## src/rtl/pcs_block_lock.sv

```systemverilog
// ============================================================================
// Module   : pcs_block_lock
// Brief    : 64b/66b sync-header block-lock engine with rxslip hunting and a
//            registered, lock-gated RX data/header pass-through.
//            Optional statistics counters: define PCS_BLOCK_LOCK_STATS_EN.
// Revision : 1.0 - initial release
// ============================================================================
`default_nettype none

module pcs_block_lock #(
    parameter int DATA_WIDTH       = 64,
    parameter int LOCK_GOOD_COUNT  = 64,
    parameter int WINDOW_LEN       = 64,
    parameter int BAD_LIMIT        = 16,
    parameter int SLIP_WAIT_CYCLES = 32
) (
    input  logic                  i_clk,
    input  logic                  i_rst,
    input  logic                  i_rx_reset_done,
    input  logic [DATA_WIDTH-1:0] i_rxdata,
    input  logic                  i_rxdatavalid,
    input  logic [1:0]            i_rxheader,
    input  logic                  i_rxheader_valid,
    output logic                  o_rxslip,
    output logic                  o_block_lock,
    output logic [DATA_WIDTH-1:0] o_rxdata,
    output logic                  o_rxdatavalid,
    output logic [1:0]            o_rxheader,
    output logic                  o_rxheader_valid
`ifdef PCS_BLOCK_LOCK_STATS_EN
    ,
    output logic [15:0]           o_slip_count,
    output logic [15:0]           o_lock_loss_count
`endif
);

    localparam int GW = $clog2(LOCK_GOOD_COUNT + 1);
    localparam int NW = $clog2(WINDOW_LEN + 1);
    localparam int BW = $clog2(BAD_LIMIT + 1);
    localparam int WW = $clog2(SLIP_WAIT_CYCLES + 1);

    typedef enum logic [1:0] {
        ST_SEARCH    = 2'd0,
        ST_SLIP      = 2'd1,
        ST_SLIP_WAIT = 2'd2,
        ST_LOCKED    = 2'd3
    } state_t;

    state_t                state_q;
    logic [GW-1:0]         good_cnt_q;
    logic [NW-1:0]         win_cnt_q;
    logic [BW-1:0]         bad_cnt_q;
    logic [WW-1:0]         wait_cnt_q;
    logic                  rxslip_q;
    logic                  block_lock_q;
    logic [DATA_WIDTH-1:0] rxdata_q;
    logic                  rxdatavalid_q;
    logic [1:0]            rxheader_q;
    logic                  rxheader_valid_q;

    logic                  hdr_bad;
    logic [NW-1:0]         win_cnt_d;
    logic [BW-1:0]         bad_cnt_d;

    // Valid sync headers are 01 and 10, i.e. exactly the ones with odd parity.
    assign hdr_bad   = ~(^i_rxheader);
    assign win_cnt_d = win_cnt_q + NW'(1);
    assign bad_cnt_d = bad_cnt_q + BW'(hdr_bad);

`ifdef PCS_BLOCK_LOCK_STATS_EN
    logic [15:0] slip_count_q;
    logic [15:0] lock_loss_count_q;
`endif

    always_ff @(posedge i_clk or posedge i_rst) begin
        if (i_rst) begin
            state_q          <= ST_SEARCH;
            good_cnt_q       <= '0;
            win_cnt_q        <= '0;
            bad_cnt_q        <= '0;
            wait_cnt_q       <= '0;
            rxslip_q         <= 1'b0;
            block_lock_q     <= 1'b0;
            rxdata_q         <= '0;
            rxdatavalid_q    <= 1'b0;
            rxheader_q       <= 2'b00;
            rxheader_valid_q <= 1'b0;
`ifdef PCS_BLOCK_LOCK_STATS_EN
            slip_count_q      <= '0;
            lock_loss_count_q <= '0;
`endif
        end else begin
            // Valids use the lock flag of this cycle, so the completing header is
            // dropped and the header that breaks lock still goes through.
            rxdata_q         <= i_rxdata;
            rxheader_q       <= i_rxheader;
            rxdatavalid_q    <= i_rxdatavalid & block_lock_q;
            rxheader_valid_q <= i_rxheader_valid & block_lock_q;
            rxslip_q         <= 1'b0;
`ifdef PCS_BLOCK_LOCK_STATS_EN
            if (rxslip_q && (slip_count_q != 16'hFFFF))
                slip_count_q <= slip_count_q + 16'd1;
`endif
            if (!i_rx_reset_done) begin
                state_q      <= ST_SEARCH;
                good_cnt_q   <= '0;
                win_cnt_q    <= '0;
                bad_cnt_q    <= '0;
                wait_cnt_q   <= '0;
                block_lock_q <= 1'b0;
            end else begin
                case (state_q)
                    ST_SEARCH: begin
                        if (i_rxheader_valid) begin
                            if (hdr_bad) begin
                                good_cnt_q <= '0;
                                rxslip_q   <= 1'b1;
                                state_q    <= ST_SLIP;
                            end else if (good_cnt_q == GW'(LOCK_GOOD_COUNT - 1)) begin
                                good_cnt_q   <= '0;
                                block_lock_q <= 1'b1;
                                state_q      <= ST_LOCKED;
                            end else begin
                                good_cnt_q <= good_cnt_q + GW'(1);
                            end
                        end
                    end
                    ST_SLIP: begin
                        wait_cnt_q <= '0;
                        state_q    <= ST_SLIP_WAIT;
                    end
                    ST_SLIP_WAIT: begin
                        if (wait_cnt_q == WW'(SLIP_WAIT_CYCLES - 1)) begin
                            wait_cnt_q <= '0;
                            good_cnt_q <= '0;
                            state_q    <= ST_SEARCH;
                        end else begin
                            wait_cnt_q <= wait_cnt_q + WW'(1);
                        end
                    end
                    ST_LOCKED: begin
                        if (i_rxheader_valid) begin
                            // Lock loss is tested first so it wins over a window end.
                            if (bad_cnt_d == BW'(BAD_LIMIT)) begin
                                win_cnt_q    <= '0;
                                bad_cnt_q    <= '0;
                                block_lock_q <= 1'b0;
                                rxslip_q     <= 1'b1;
                                state_q      <= ST_SLIP;
`ifdef PCS_BLOCK_LOCK_STATS_EN
                                if (lock_loss_count_q != 16'hFFFF)
                                    lock_loss_count_q <= lock_loss_count_q + 16'd1;
`endif
                            end else if (win_cnt_d == NW'(WINDOW_LEN)) begin
                                win_cnt_q <= '0;
                                bad_cnt_q <= '0;
                            end else begin
                                win_cnt_q <= win_cnt_d;
                                bad_cnt_q <= bad_cnt_d;
                            end
                        end
                    end
                    default: state_q <= ST_SEARCH;
                endcase
            end
        end
    end

    assign o_rxslip         = rxslip_q;
    assign o_block_lock     = block_lock_q;
    assign o_rxdata         = rxdata_q;
    assign o_rxdatavalid    = rxdatavalid_q;
    assign o_rxheader       = rxheader_q;
    assign o_rxheader_valid = rxheader_valid_q;
`ifdef PCS_BLOCK_LOCK_STATS_EN
    assign o_slip_count      = slip_count_q;
    assign o_lock_loss_count = lock_loss_count_q;
`endif

endmodule

`default_nettype wire

```

## config.mk

```make
export PLATFORM = sky130hd
export DESIGN_NAME = pcs_block_lock
export DESIGN_NICKNAME = d
export VERILOG_FILES = /design/src/rtl/pcs_block_lock.sv
export SDC_FILE = /design/constraint.sdc
export NUM_CORES = 1
export LEC_CHECK = 0
export ABC_AREA = 1
export CELL_PAD_IN_SITES_DETAIL_PLACEMENT = 0
export CELL_PAD_IN_SITES_GLOBAL_PLACEMENT = 1
export CORE_AREA = 2 2 109 111
export DETAILED_ROUTE_END_ITERATION = 10
export DIE_AREA = 0 0 111 113
export HOLD_SLACK_MARGIN = 0.15
export PLACE_DENSITY = 0.87
export SLEW_MARGIN = 20
export SYNTH_ARGS = -nofsm -noshare
export SYNTH_HDL_FRONTEND = slang
export SYNTH_SLANG_ARGS = --single-unit
```

## constraint.sdc

```tcl
create_clock -name i_clk -period 4.2 [get_ports i_clk]
set_input_delay 0.63 -clock i_clk [delete_from_list [all_inputs] [get_ports i_clk]]
set_output_delay 0.63 -clock i_clk [all_outputs]
set_load 0.03 [all_outputs]
```

==> results.md, run 1 <==
- Yosys top cell by area: dfrtp_1
- Clock Sinks: 97
- Vias per cell: 4.39
- Warnings from Yosys: 0
- Die Ht: 113 um
- Highest metal used: met4
- Status: complete, no violations
- Worst-path clk slew: 0.07 ns
- Mapped Cells: 328
- Avg WL per Cell: 13.9 um
- Num rows: 39
- Leakage Power: 2.54 nW
- Final setup fails: 0
- Tcrit/Tclk final: 59.4%
- Fill count: 994
- Largest cells by area after synthesis: dfrtp_1 66%, nand2_1 8.6%, inv_1 3.5%
- Routed metal-1 wirelength: 3.60 mm
- Largest net degree at the start of global routing: 52
- Placer Congestion: 0.807
- Worst min-delay path category: reg -> reg
- Hold Vio Cnt, Final: 0
- Mapped Area: 3660 um^2
- Critical Path RT: 4.44 ns
- Dominant synthesized flop cell: dfrtp_1
- Setup crit start kind: input pin
- Root Buffer: clkbuf_16
- CTS tree: done
- Initial core utilization: 32.5%
- Syn_nets: 409
- Post-route insts no fill: 628
- Fin nets: 561
- Worst setup EP type: register
- Pre-Repair DR Iteration Count: 4
- DR iter-0 viols: 191
- PD cells: 440 nW/um^2
- Core ar.: 11300 um^2
- Max Freq: 401 MHz
- Clock buffer depth: 2
- Wire length on met2: 4.56 mm
- # placed instances: 612
- First-pass GRT wire length: 14.3 mm
- # port buffers: 140
- CTS Buf Count: 9
- Worst slew pin tran: 0.863 ns
- GR Overflow Total: 0
- Async S/R FF share, synth: 100%
- Pins Over Slew Limit: 0
- Vias: 2755
- Vias in the first global route: 2835
- EDFF count, synth: 0
- Drt drc: 0
- Netlist cell types: 35
- Slew headroom: 42.4%
- Crit Path Category: in -> reg
- Die ar.: 12500 um^2
- Synth top cells by count: 97 x dfrtp_1, 84 x nand2_1, 34 x inv_1, 23 x nand3_1, 13 x nor2_1
- Critical path peak fanout: 4
- Share of the synthesized area in the top cell type: 66.3%
- Area grow syn2layout: 51.4%
- Hpwl dp: 6.71 mm
- # hold bufs at CTS: 0
- Total Wirelength: 8.73 mm
- N_diodes: 0
- Syn avg cell area: 11.2 um^2
- Die W: 111 um
- Arr. time, crit path: 2.74 ns
- Cts repair resizes: 0
- Maximum vdd drop: 0.254 mV
- Htree depth: 3
- Count leader, synth: dfrtp_1
- Hold WS: 0.476 ns
- I/O pin total: 141
- Setup Buffers After CTS: 0
- Worst-Skew Late Latency: 0.34 ns
- Final Critical Period: 2.50 ns
- WL met3: 386 um
- Number of synthesized register bits: 97
- TNS Setup: 0 ns
- Antenna viol nets, final: 0
- Seq/Total Area, Yosys: 66.3%
- Worst Skew: 0.00592 ns
- Share of layout cells above drive strength 1: 9.69%
- Max-Cap Viols: 0
- RSZ-0062 raised after global routing: false
- Total GRT Usage: 14.8%
- Antenna violations before repair: 0
-- report_power, final --
part	leakage [nW]	internal, mW	switching (mW)
Combinational	1.20	0.233	0.332
Clock	0.143	0.419	0.391
Sequential	1.19	1.01	0.0564
-- layout by cell type (no fill, tap or decap), types with 5 or more instances in the layout --
cell type          n
clkbuf_16          9
clkdlybuf4s50_1  140
dfrtp_1           97
ha_1              10
inv_1             33
nand2_1           84
nand3_1           23
nand4_1            5
nor2_1            13
nor3_1             5
o21ai_0            9
o22ai_1            5
-- registers in the layout, summed over array words and instances, names as in the netlist --
| signal | count |
|---|---|
| wait_cnt_q | 6 |
| o_rxdata | 64 |
| o_block_lock | 1 |
| o_rxdatavalid | 1 |
| bad_cnt_q | 5 |
| o_rxheader | 2 |
| state_q | 2 |
| o_rxslip | 1 |
| good_cnt_q | 7 |
| win_cnt_q | 7 |
| o_rxheader_valid | 1 |
-- area by class of cell --
class | instances | area, um^2 | share of cell area [%]
multi-input cells | 188 | 1050 | 19.0
clock inverters | 7 | 72.6 | 1.31
repair buffers | 142 | 1420 | 25.5
well taps | 143 | 179 | 3.23
clock buffers | 9 | 225 | 4.06
flip-flops and latches | 97 | 2430 | 43.8
inverters | 42 | 173 | 3.11
-- worst max-delay path, cell delays in order --
cell and delay [ns]:
clkdlybuf4s50_1 0.50, inv_1 0.05, nand2_1 0.06, nand2_1 0.11, ha_1 0.24, ha_1 0.29
or2_1 0.23, nor2_1 0.14, nand3_2 0.16, nand3_2 0.13, nand2_1 0.09, nand2_1 0.07
nand2_1 0.05
-- metrics by stage --
| stage | total power, mW | util, % | cell area [um^2] | setup WS, ns |
|---|---|---|---|---|
| after floorplan | 1.42 | - | 3660 | 1.04 |
| after global placement | 1.64 | 46.5 | 5250 | 1.42 |
| after detailed placement | 1.65 | 46.5 | 5250 | 1.36 |
| after CTS | 2.47 | 49.2 | 5540 | 1.73 |
| after global routing | 2.58 | 49.2 | 5540 | 1.48 |
| final | 2.44 | 49.2 | 5540 | 1.70 |
-- path summary, 6_finish.rpt --
path,endpoint,startpoint,slack [ns],depth (start not counted)
setup / recovery,state_q[0],i_rxheader[0],1.70,13
hold / removal,good_cnt_q[6],good_cnt_q[6],0.48,2
setup reg to reg,state_q[0],bad_cnt_q[0],2.31,9
hold reg to reg,good_cnt_q[6],good_cnt_q[6],0.48,2
max in group asynchronous,o_rxdata[43],i_rst,2.61,3
min in group asynchronous,o_rxdata[47],i_rst,0.75,2
-- cell families after synthesis --
family                     share of synthesized area [%]
and+or+nand+nor                                     20.6
DFF                                                 66.3
buffers and inverters                               4.99
AOI/OAI and AO/OA                                   3.93
adders and majority gates                           3.42
xor gates and xnor gates                           0.718
-- layer usage --
| metal | GRT usage (%) | up-vias |
|---|---|---|
| li1 | - | 1346 |
| met1 | 17.2 | 1326 |
| met2 | 25.7 | 67 |
| met3 | 3.86 | 16 |
| met4 | 6.58 | 0 |
| met5 | 0 | - |
(Power assumes the default switching activity.)
==> inputs of run 2 (changes only) <==
==> constraint.sdc (replaced) <==
create_clock -name i_clk -period 2.5 [get_ports i_clk]
set_input_delay 0.375 -clock i_clk [delete_from_list [all_inputs] [get_ports i_clk]]
set_output_delay 0.375 -clock i_clk [all_outputs]
set_load 0.03 [all_outputs]
==> results.md, run 2 (synthesis results as in run 1) <==
- Critical Path RT: 2.73 ns
- Fin nets: 562
- Total GRT Usage: 14.4%
- Hold Vio Cnt, Final: 0
- CTS tree: done
- Core ar.: 11300 um^2
- # placed instances: 613
- Pins Over Slew Limit: 0
- Final worst setup slack: 0.217 ns
- Slowest-stage cell, CP: clkdlybuf4s50_1
- Worst slew pin tran: 0.518 ns
- DR iter-0 viols: 94
- Crit. Startpoint: i_rxheader[0]
- Worst path bufs/invs: 2
- Final Util: 49.3%
- DP Worst Slack: -0.125 ns
- Worst min-delay path category: in -> async
- Post-Layout Inst Area: 5560 um^2
- Max FFs per register: 64
- Die Ht: 113 um
- Critical-path cell list: clkdlybuf4s50_1, inv_1, nand2_1, nand2_1, ha_1, ha_1, or2_1, nor2_1, nand3_2, nand3_2, nand2_1, nand2_1, nand2_1
- Clock buffer depth: 2
- Critical path peak fanout: 4
- Worst setup EP type: register
- Antenna viol nets, final: 0
- Kind of cell adding the most delay to the critical path: simple AND/OR/NAND/NOR gates
- GR Overflow Total: 0
- PnR Total Power: 4.06 mW
- Worst-path clk slew: 0.07 ns
- Tcrit/Tclk final: 91.3%
- Share of layout cells above drive strength 1: 9.67%
- I/O pin total: 141
- Setup crit start kind: input pin
- Antenna violations before repair: 0
- Hpwl dp: 6.46 mm
- Clock share of power: 32.3%
- Leakage Power: 2.54 nW
- Max Freq: 438 MHz
- Avg WL per Cell: 13.4 um
- Clock Sinks: 97
- Sequential Power Share: 44.1%
- Largest net degree at the start of global routing: 41
- Sw Share: 31.4%
- PD cells: 730 nW/um^2
- Reg-to-Reg Start: bad_cnt_q[0]
- Switching pwr: 1.27 mW
- Initial core utilization: 32.5%
- Vias per cell: 4.43
- Cell Int Power: 2.79 mW
- Most common cell after layout, fill and taps aside: clkdlybuf4s50_1
- Vias in the first global route: 2907
- Dpl cell area: 5280 um^2
- Worst-Skew Late Latency: 0.34 ns
- N_diodes: 0
- Die ar.: 12500 um^2
- Num rows: 39
- Root Buffer: clkbuf_16
- Drt drc: 0
- Final setup fails: 0
- Pre-Repair DR Iteration Count: 4
- First-pass GRT wire length: 14.2 mm
- Total Wirelength: 8.46 mm
- Maximum vdd drop: 0.444 mV
- # hold bufs at CTS: 0
- CTS Buf Count: 9
- Final Critical Period: 2.28 ns
- # port buffers: 140
- Placer Congestion: 0.812
- Htree depth: 3
- Crit Path Category: in -> reg
- Post-route insts no fill: 629
- RSZ-0062 raised after global routing: false
- Worst path max stage delay: 0.50 ns
- Die W: 111 um
- Area grow syn2layout: 51.9%
- Status: complete, no violations
- Max-Cap Viols: 0
- Slew headroom: 65.3%
- Combinational group share of total power: 23.6%
- Most frequent cells in the layout: 140 x clkdlybuf4s50_1, 97 x dfrtp_1, 84 x nand2_1
- Cts repair resizes: 0
- Setup Buffers After CTS: 0
- Vias: 2786
- Arr. time, crit path: 2.52 ns
- Worst Skew: 0.00551 ns
- Most used cell, CP: nand2_1
==> run 2: per-layer routing <==
metal | track usage (%) | part of all wire [%] | routed length (um) | vias to the layer above
li1 | - | - | - | 1352
met2 | 25.4 | 54 | 4530 | 72
met3 | 4.55 | 4.6 | 386 | 13
met4 | 5.42 | 1.8 | 153 | 0
met1 | 16.6 | 40 | 3390 | 1349
met5 | 0 | 0 | 0 | -
==> run 2: worst register-to-register path, cell delays in order (launching register included) <==
cell	delay, ns
dfrtp_1	0.39
ha_1	0.24
ha_1	0.31
or2_1	0.24
nor2_1	0.15
nand3_2	0.17
nand3_2	0.13
nand2_1	0.10
nand2_1	0.08
nand2_1	0.05
==> run 2: final timing paths <==
path	to	slack, ns	cells past startpoint
worst max-delay path	state_q[0]	0.22	13
worst min-delay path	o_rxdata[51]	0.42	2
worst max register to register	state_q[0]	0.55	9
worst min register to register	good_cnt_q[6]	0.48	2
max in group asynchronous	bad_cnt_q[4]	1.52	3
min in group i_clk	o_rxdata[41]	0.46	1
==> run 2: power groups by stage <==
stage	Combinational, mW	Clock [mW]	Sequential [mW]
after global placement	0.941	0	1.82
after CTS	0.970	1.35	1.79
after detailed placement	0.968	0	1.82
final	0.958	1.31	1.79
after floorplan	0.435	0	1.95
after global routing	1.06	1.41	1.81
==> run 2: per-stage QoR <==
step                hold slack (ns)  setup TNS [ns]
floorplan                     0.406               0
global route                  0.434               0
finish                        0.415               0
detailed placement            0.468          -0.690
global placement              0.453               0
CTS                           0.415               0
==> run 2: area by class of cell <==
cell class	instances	area [um^2]
Timing Repair Buffer	143	1450
Clock inverter	6	51.3
Clock buffer	10	229
Multi-Input combinational cell	188	1050
Fill cell	1015	5710
Inverter	42	175
Tap cell	143	179
Sequential cell	97	2430
